$ cat config.mk
export PLATFORM = sky130hd
export DESIGN_NAME = fir_ring_filter
export DESIGN_NICKNAME = d
export VERILOG_FILES = /design/src/rtl/fir_pkg.sv /design/src/rtl/fir_mac.sv /design/src/rtl/fir_ring_filter.sv
export SDC_FILE = /design/constraint.sdc
export NUM_CORES = 2
export LEC_CHECK = 0
export ABC_AREA = 1
export ABC_CLOCK_PERIOD_IN_PS = 19900
export CORE_AREA = 5 5 659 661
export CTS_CLUSTER_SIZE = 8
export DETAILED_ROUTE_END_ITERATION = 10
export DIE_AREA = 0 0 664 666
export GPL_TIMING_DRIVEN = 0
export MAX_ROUTING_LAYER = met4
export SETUP_SLACK_MARGIN = 0.4
export SLEW_MARGIN = 25
export SYNTH_ARGS = -nofsm -noshare
export SYNTH_HDL_FRONTEND = slang
export SYNTH_SLANG_ARGS = --single-unit
$ cat constraint.sdc
create_clock -name clk_in -period 19.9 [get_ports clk_in]
set_input_delay 3.98 -clock clk_in [delete_from_list [all_inputs] [get_ports clk_in]]
set_output_delay 3.98 -clock clk_in [all_outputs]
set_load 0.01 [all_outputs]
$ cat src/rtl/fir_pkg.sv
// Shared parameters, FSM state type and output saturation for the FIR.
// Imported by fir_mac and fir_ring_filter.
package fir_pkg;

    localparam int TAPS      = 64;
    localparam int SAMPLE_W  = 16;
    localparam int COEFF_W   = 10;
    localparam int ACC_W     = 32;
    localparam int OUT_SHIFT = 9;
    localparam int IDX_W     = $clog2(TAPS);

    typedef enum logic [1:0] {
        IDLE,
        MAC,
        OUT
    } fir_state_t;

    localparam logic signed [ACC_W-1:0] SAT_HI = ACC_W'(32767);
    localparam logic signed [ACC_W-1:0] SAT_LO = -ACC_W'(32768);

    // Scale the Q1.9-weighted sum back to sample units and clamp to 16 bits.
    function automatic logic signed [SAMPLE_W-1:0] sat16(
        input logic signed [ACC_W-1:0] a
    );
        logic signed [ACC_W-1:0] s;
        s = a >>> OUT_SHIFT;
        if (s > SAT_HI)
            s = SAT_HI;
        else if (s < SAT_LO)
            s = SAT_LO;
        return s[SAMPLE_W-1:0];
    endfunction

endpackage

$ cat src/rtl/fir_mac.sv
// Registered signed multiply-accumulate with clear and enable.
// Ports: clk, rst (sync high), clr, en, coeff, sample in; acc out.
module fir_mac
    import fir_pkg::*;
(
    input  logic                       clk,
    input  logic                       rst,
    input  logic                       clr,
    input  logic                       en,
    input  logic signed [COEFF_W-1:0]  coeff,
    input  logic signed [SAMPLE_W-1:0] sample,
    output logic signed [ACC_W-1:0]    acc
);

    logic signed [COEFF_W+SAMPLE_W-1:0] prod;
    logic signed [ACC_W-1:0]            prod_ext;

    assign prod     = coeff * sample;
    assign prod_ext = ACC_W'(prod);

    always_ff @(posedge clk) begin
        if (rst)
            acc <= '0;
        else if (clr)
            acc <= '0;
        else if (en)
            acc <= acc + prod_ext;
    end

endmodule

$ cat src/rtl/fir_ring_filter.sv
// Sequential 64-tap FIR: owns the sample ring and write offset, one MAC/clk.
// Ports: clk_in, rst_in, ready_in, sample_in, coeffs_in in;
//        sample_buffer_out, offset_out, signal_out, done, overrun_out out.
module fir_ring_filter
    import fir_pkg::*;
(
    input  logic                                  clk_in,
    input  logic                                  rst_in,
    input  logic                                  ready_in,
    input  logic signed [SAMPLE_W-1:0]            sample_in,
    input  logic signed [TAPS-1:0][COEFF_W-1:0]   coeffs_in,
    output logic signed [TAPS-1:0][SAMPLE_W-1:0]  sample_buffer_out,
    output logic [IDX_W-1:0]                      offset_out,
    output logic signed [SAMPLE_W-1:0]            signal_out,
    output logic                                  done,
    output logic                                  overrun_out
);

    fir_state_t state_q;
    fir_state_t state_d;

    logic [IDX_W-1:0]                     k_q;
    logic [IDX_W-1:0]                     offset_q;
    logic [IDX_W-1:0]                     next_off;
    logic [IDX_W-1:0]                     tap;
    logic [TAPS-1:0][SAMPLE_W-1:0]        buf_q;
    logic signed [SAMPLE_W-1:0]           signal_q;
    logic                                 done_q;
    logic                                 overrun_q;
    logic signed [ACC_W-1:0]              acc;

    logic accept;
    logic drop;
    logic mac_en;
    logic out_load;

    assign next_off = offset_q + 1'b1;
    // Newest sample pairs with coeff 0; 6-bit wrap walks back through the ring.
    assign tap      = offset_q - k_q;

    always_ff @(posedge clk_in) begin
        if (rst_in)
            state_q <= IDLE;
        else
            state_q <= state_d;
    end

    always_comb begin
        state_d = state_q;
        unique case (state_q)
            IDLE:    if (ready_in) state_d = MAC;
            MAC:     if (k_q == IDX_W'(TAPS-1)) state_d = OUT;
            OUT:     state_d = IDLE;
            default: state_d = IDLE;
        endcase
    end

    always_comb begin
        accept   = (state_q == IDLE) && ready_in;
        drop     = (state_q != IDLE) && ready_in;
        mac_en   = (state_q == MAC);
        out_load = (state_q == OUT);
    end

    always_ff @(posedge clk_in) begin
        if (rst_in) begin
            offset_q  <= IDX_W'(TAPS-1);
            buf_q     <= '0;
            k_q       <= '0;
            signal_q  <= '0;
            done_q    <= 1'b0;
            overrun_q <= 1'b0;
        end else begin
            done_q    <= out_load;
            overrun_q <= drop;
            if (accept) begin
                offset_q        <= next_off;
                buf_q[next_off] <= sample_in;
                k_q             <= '0;
            end
            if (mac_en)
                k_q <= k_q + 1'b1;
            if (out_load)
                signal_q <= sat16(acc);
        end
    end

    fir_mac u_mac (
        .clk    (clk_in),
        .rst    (rst_in),
        .clr    (accept),
        .en     (mac_en),
        .coeff  ($signed(coeffs_in[k_q])),
        .sample ($signed(buf_q[tap])),
        .acc    (acc)
    );

    assign sample_buffer_out = buf_q;
    assign offset_out        = offset_q;
    assign signal_out        = signal_q;
    assign done              = done_q;
    assign overrun_out       = overrun_q;

endmodule

After elaboration in Yosys (flattened, before gate mapping)

Cells that the tools add are included.
Widths: inputs -> output; s select.

Bits in registers: 1,088
Latch bits: 0
RAM bits: 0
ROM bits: 0
Output and inout port bits: 1,048
Logic and storage cells: 109
Memories kept: 0

Add/sub/neg operators: 4
Multipliers: 1
Divide/modulo/power cells: 0
$lt $le $gt $ge: 6
Equality and inequality tests: 5
Shifts and indexed selects: 0
Multiplexer cells: 14
Bitwise operators: 0
Reduce and logical (&&, ||, !) cells: 8

Operators by type and width:

| operator             | count |
|---|---|
| $bwmux 1024          | 1 |
| $bmux 16 s6          | 1 |
| $demux 16 s6         | 1 |
| $mux 16              | 4 |
| $bmux 10 s6          | 1 |
| $add 32x26->32       | 1 |
| $mul 10x16->26       | 1 |
| $gt 23x16->1 const B | 1 |
| $lt 23x16->1 const B | 1 |
| $lt 6x7->1 const B   | 3 |
| $add 6x1->6 const B  | 2 |
| $mux 6               | 2 |
| $mux 10              | 1 |
| $eq 6x6->1 const B   | 1 |
| $ge 6x1->1 const B   | 1 |
| $sub 6x6->6          | 1 |
| $mux 2               | 2 |
| $pmux 2 s2           | 1 |
| $reduce_bool 2->1    | 2 |
| $logic_and 1x1->1    | 3 |
| $eq 2x1->1 const B   | 1 |
| $eq 2x2->1 const B   | 1 |
| $logic_not 2->1      | 1 |
| $ne 2x1->1 const B   | 1 |
| other kinds (3)      | 3 |

Depth between registers and ports, before layout

Depth in word-level cells: 6
Mapped depth: 43

Cells and area by module

Synthesis repeated with hierarchy kept, for this count alone.

Cells, all modules: 12,246
Area total of the unflattened synthesis: 73,007.5 um^2

Modules (own cells, without submodules):

| module          | instances | cells each | area each (um^2) |
|---|---|---|---|
| fir_ring_filter | 1         | 10,878     | 63,349.5 |
| fir_mac         | 1         | 1,368      | 9,658.0 |

Worst setup path after synthesis

OpenSTA, ideal clock, no wires.

Path type: input -> register
Start: in coeffs_in[212] (netlist bit)
End: reg u_mac.acc[19]
Setup time: 0.115 ns
Arrival: 9.177 ns
Data required time: 19.785 ns
Slack: 10.608 ns
Stages: 26
Path buffers: 1
Cell sequence: o21ai_0 > o22ai_1 > or2_2 > o211ai_1 > o211ai_1 > o211ai_1 > nand2_1 > buf_2 > nand2_1 > fa_1 > fa_1 > fa_1 > inv_1 > fa_1 > inv_1 > fa_1 > inv_1 > ha_1 > a21oi_1 > a21boi_0 > inv_1 > a21oi_1 > o21ai_0 > xor2_1 > o21ai_0 > inv_1

Word-level cells in the longest chain between the ends: 4

Ends and longest elaborated chain:

| item                          | line                  | text |
|---|---|---|
| start: declaration            | fir_ring_filter.sv:11 | `input logic signed [TAPS-1:0][COEFF_W-1:0] coeffs_in,` |
| $bmux 10 s6                   | fir_ring_filter.sv:93 | `.coeff ($signed(coeffs_in[k_q])),` |
| $mux 10 (implied by the code) | fir_ring_filter.sv:93 |  |
| $mul 10x16->26                | fir_mac.sv:18         | `assign prod = coeff * sample;` |
| $add 32x26->32                | fir_mac.sv:27         | `acc <= acc + prod_ext;` |
| end signal: assignment        | fir_mac.sv:27         |  |
| end: declaration              | fir_mac.sv:12         | `output logic signed [ACC_W-1:0] acc` |

No other way between the ends. The select of a mux whose other input is x is not followed.
A chain may end at the register's enable or synchronous reset.

Final worst setup path

Start: reg k_q[2]
End: reg u_mac.acc[19]

Word-level cells in the longest chain between the ends: 5
Elaborated cells between the ends (all ways): 7
Classes of those cells: 2 x add/sub; 1 x mul; 4 x mux

Ends and longest elaborated chain:

| item                          | line                  | text |
|---|---|---|
| start: declaration            | fir_ring_filter.sv:22 | `logic [IDX_W-1:0] k_q;` |
| start signal: assignment      | fir_ring_filter.sv:82 | `k_q <= k_q + 1'b1;` |
| $sub 6x6->6                   | fir_ring_filter.sv:39 | `assign tap = offset_q - k_q;` |
| $bmux 16 s6                   | fir_ring_filter.sv:94 | `.sample ($signed(buf_q[tap])),` |
| $mux 16 (implied by the code) | fir_ring_filter.sv:94 |  |
| $mul 10x16->26 *              | fir_mac.sv:18         |  |
| $add 32x26->32 *              | fir_mac.sv:27         |  |

Mark *: on every way between the ends. The rest lies on a longest branch, timed or not. The select of a mux whose other input is x is not followed.

==> impl_metrics.yaml <==
run_status:
  status: "finished, final reports clean"
cells_and_area:
  final_nets: 11726
  finish.cell_count_without_fillers: 16671
  synthToLayoutAreaGrowth_pct: 51.5
  finalCoreUtilization_pct: 21.7
  drive_above_1_share_pct: 6.51
clock_network:
  cts_max_level: 4
  clk_pin_slew_ps: 60
  ctsLongestPathBuffers: 4
  ctsHoldBuffers: 0
  post_cts.resized_instances: 0
  cts_post_setup_buffers_inserted: 0
  clock-sinks: 1088
  clock_tree.root_cell: "sky130_fd_sc_hd__clkbuf_16"
  tritoncts.num_buffers: 165
  clock_latency_on_the_worst_skew_pair_ps: 930
  cts_tree: "done"
sta:
  maxSlewHeadroom_pct: 12.0
  hold_violations: 0
  finalCritPeriodShare_pct: 66.8
  worst_hold_slack_ps: 464
  grt_setup_unrepaired: "no"
  setup_tns_ps: 0
  fmax_mhz: 75.2
  finalWorstPathRequiredPeriod_ps: 13300
  tightestPinTransition_ps: 1320
  worst_clock_skew_ps: 112
  slew_viol_final: 0
  finalSetupViolCount: 0
global_route:
  groute.usage.overall_pct: 32.8
  overflow: 0
  wire_length_of_the_first_global_routing_pass_um: 912000
  antenna_found_initial: 171
  grt_pass1_vias: 78044
  grt_start_max_net_pins: 17
hold_path:
  holdCritPathClass: "register to register"
  hold-path-cell-count: 2
  timing.hold.worst_endpoint: "sample_buffer_out[799]$_SDFFE_PP0P_"
  min-delay-start: "sample_buffer_out[799]$_SDFFE_PP0P_"
flow_run:
  cap_violations: 0
route:
  post_drt_via_cell_ratio: 5.14
  route.antenna.remaining_nets: 0
  postRouteWirelength_um: 745000
  detailedRoute.firstIterationViolations: 14482
  remaining_drc_errors: 0
  wl_per_cell_um: 44.7
  dr_total_vias: 85707
  first_pass_iters: 10
synth:
  ys_ff_latch: 1088
  syn-mean-instance-area_um2: 6.94
  postSynthCellCount: 8840
  synth.yosys.warnings: 0
  ys_seq_area_share_pct: 35.5
  synth.lib_cells_used.distinct: 50
  synthesis.area_um2: 61400
  synth-edff-count: 0
  asyncSetResetFlopFracSynth_pct: 0
  synth_top_flop_cell: "sky130_fd_sc_hd__dfxtp_1"
  net_count_after_synthesis: 9770
die:
  die_x_um: 664
  floorplan.core_area_um2: 428000
  num_rows: 241
  ioPinCount: 1707
  die-area_um2: 442000
  floorplan.initialDensity_pct: 14.3
  die_h_um: 666
setup_path:
  worstSetupPathType: "register to register"
  setup_crit_end_kind: "register"
  cp_slowest_cell: "sky130_fd_sc_hd__clkbuf_1"
  cp.required_ps: 20610
  reg2reg_from: "k_q[2]$_SDFFE_PP0P_"
  regToRegEndpoint: "u_mac.acc[19]$_SDFFE_PP0P_"
  path_common_cell: "sky130_fd_sc_hd__inv_1"
  critical_path.max_stage_delay_ps: 980
  ff2ff_path_depth: 33
  timing.reg2reg.setup_slack_ps: 6600
  worst_ep_arrival_time_ps: 14020
  crit_path_max_fanout: 11
  setup.worst_path.start_class: "register"
power:
  design_power_total_mw: 17.2
  leakagePower_nw: 32.3
  cell_pwr_density_nw_per_um2: 185
  power.ir.vdd_worst_mv: 0.385
placed_design:
  placement.io_buffers: 1689
  gp_congestion: 1.06
  placed_cells: 16338
  place_hpwl_um: 625000
[critical path, delay by kind of cell (launching register included)]
family                   cells  cell delay [ps]
buffers and inverters       12             4660
adder cells (fa/ha/maj)      7             3340
AO/OA/AOI/OAI                7             2170
AND/OR/NAND/NOR              5             1460
XOR/XNOR                     2              860
flip-flops                   1              590
[cells in the final DEF (no fill, tap or decap), types with 167 or more instances in the layout]
master and n:
sky130_fd_sc_hd__a21oi_1 1704, sky130_fd_sc_hd__buf_2 205, sky130_fd_sc_hd__clkbuf_1 429, sky130_fd_sc_hd__clkbuf_16 167, sky130_fd_sc_hd__clkbuf_2 180, sky130_fd_sc_hd__clkdlybuf4s50_1 1688
sky130_fd_sc_hd__dfxtp_1 1088, sky130_fd_sc_hd__fa_1 185, sky130_fd_sc_hd__inv_1 1132, sky130_fd_sc_hd__nand2_1 1003, sky130_fd_sc_hd__nand3_1 754, sky130_fd_sc_hd__nor2_1 229
sky130_fd_sc_hd__o21ai_0 1439
[power by group]
group          internal (mW)  switching, mW
Clock                   1.50           1.17
Sequential              2.24         0.0880
Combinational           3.73           8.42
Total                   7.48           9.67
[routing by layer]
metal  global-route usage, %  share of wire (%)  routed length (um)
met5                       -                  0                   0
met4                    28.0                 11               82300
met3                    12.8                 12               92700
met2                    48.0                 42              314000
met1                    34.6                 34              256000
[flip-flops by register name, summed over array words and instances (netlist names)]
register and cells:
done 1, state_q 2, sample_buffer_out 1024, signal_out 16
k_q 6, u_mac.acc 32, offset_out 6, overrun_out 1
[layout make-up]
| class | instances | area [um2] |
|---|---|---|
| clock buffers | 185 | 4260 |
| diodes | 138 | 345 |
| fillers | 48148 | 336000 |
| multi-input cells | 5781 | 32000 |
| repair buffers | 1789 | 19400 |
| well taps | 5710 | 7140 |
| flip-flops and latches | 1088 | 21800 |
| plain buffers | 828 | 3610 |
| inverters | 1143 | 4290 |
| clock inverters | 9 | 143 |
[metrics by stage]
stage,instance area (um2),setup WS (ps)
after CTS,92600,7270
after floorplan,61400,10610
after detailed placement,88200,7320
after global placement,85400,5610
after global routing,92800,6730
final,92900,6600
[Yosys cell counts, types with 53 or more instances]
cell type | n | area, um2
sky130_fd_sc_hd__a21oi_1 | 1704 | 8530
sky130_fd_sc_hd__a32o_1 | 53 | 531
sky130_fd_sc_hd__buf_1 | 80 | 300
sky130_fd_sc_hd__buf_2 | 153 | 766
sky130_fd_sc_hd__clkbuf_1 | 590 | 2210
sky130_fd_sc_hd__dfxtp_1 | 1088 | 21800
sky130_fd_sc_hd__fa_1 | 185 | 3700
sky130_fd_sc_hd__ha_1 | 86 | 1080
sky130_fd_sc_hd__inv_1 | 1132 | 4250
sky130_fd_sc_hd__nand2_1 | 1003 | 3760
sky130_fd_sc_hd__nand3_1 | 754 | 3770
sky130_fd_sc_hd__nor2_1 | 236 | 886
sky130_fd_sc_hd__o211ai_1 | 70 | 526
sky130_fd_sc_hd__o21ai_0 | 1444 | 7230
[worst max path at each step]
stage / startpoint / endpoint / slack, ps / cells past startpoint
floorplan: coeffs_in[212] / u_mac.acc[19]$_SDFFE_PP0P_ / 10610 / 26
global placement: k_q[2]$_SDFFE_PP0P_ / u_mac.acc[21]$_SDFFE_PP0P_ / 5610 / 33
detailed placement: k_q[2]$_SDFFE_PP0P_ / u_mac.acc[29]$_SDFFE_PP0P_ / 7320 / 35
CTS: k_q[2]$_SDFFE_PP0P_ / u_mac.acc[19]$_SDFFE_PP0P_ / 7270 / 33
global route: k_q[2]$_SDFFE_PP0P_ / u_mac.acc[19]$_SDFFE_PP0P_ / 6730 / 33
finish: k_q[2]$_SDFFE_PP0P_ / u_mac.acc[19]$_SDFFE_PP0P_ / 6600 / 33
[cell families (layout without fill, tap and decap cells)]
kind of cell               after synthesis  after routing  synth area share (%)
AOI/OAI and AO/OA                     3445           3445                  29.6
other                                    0            138                     0
xor gates and xnor gates                33             33                 0.520
buffers and inverters                 1971           3954                  12.4
adders and majority gates              271            271                  7.79
and+or+nand+nor                       2032           2032                  14.2
DFF                                   1088           1088                  35.5
Power figures use the tool's default switching activity.
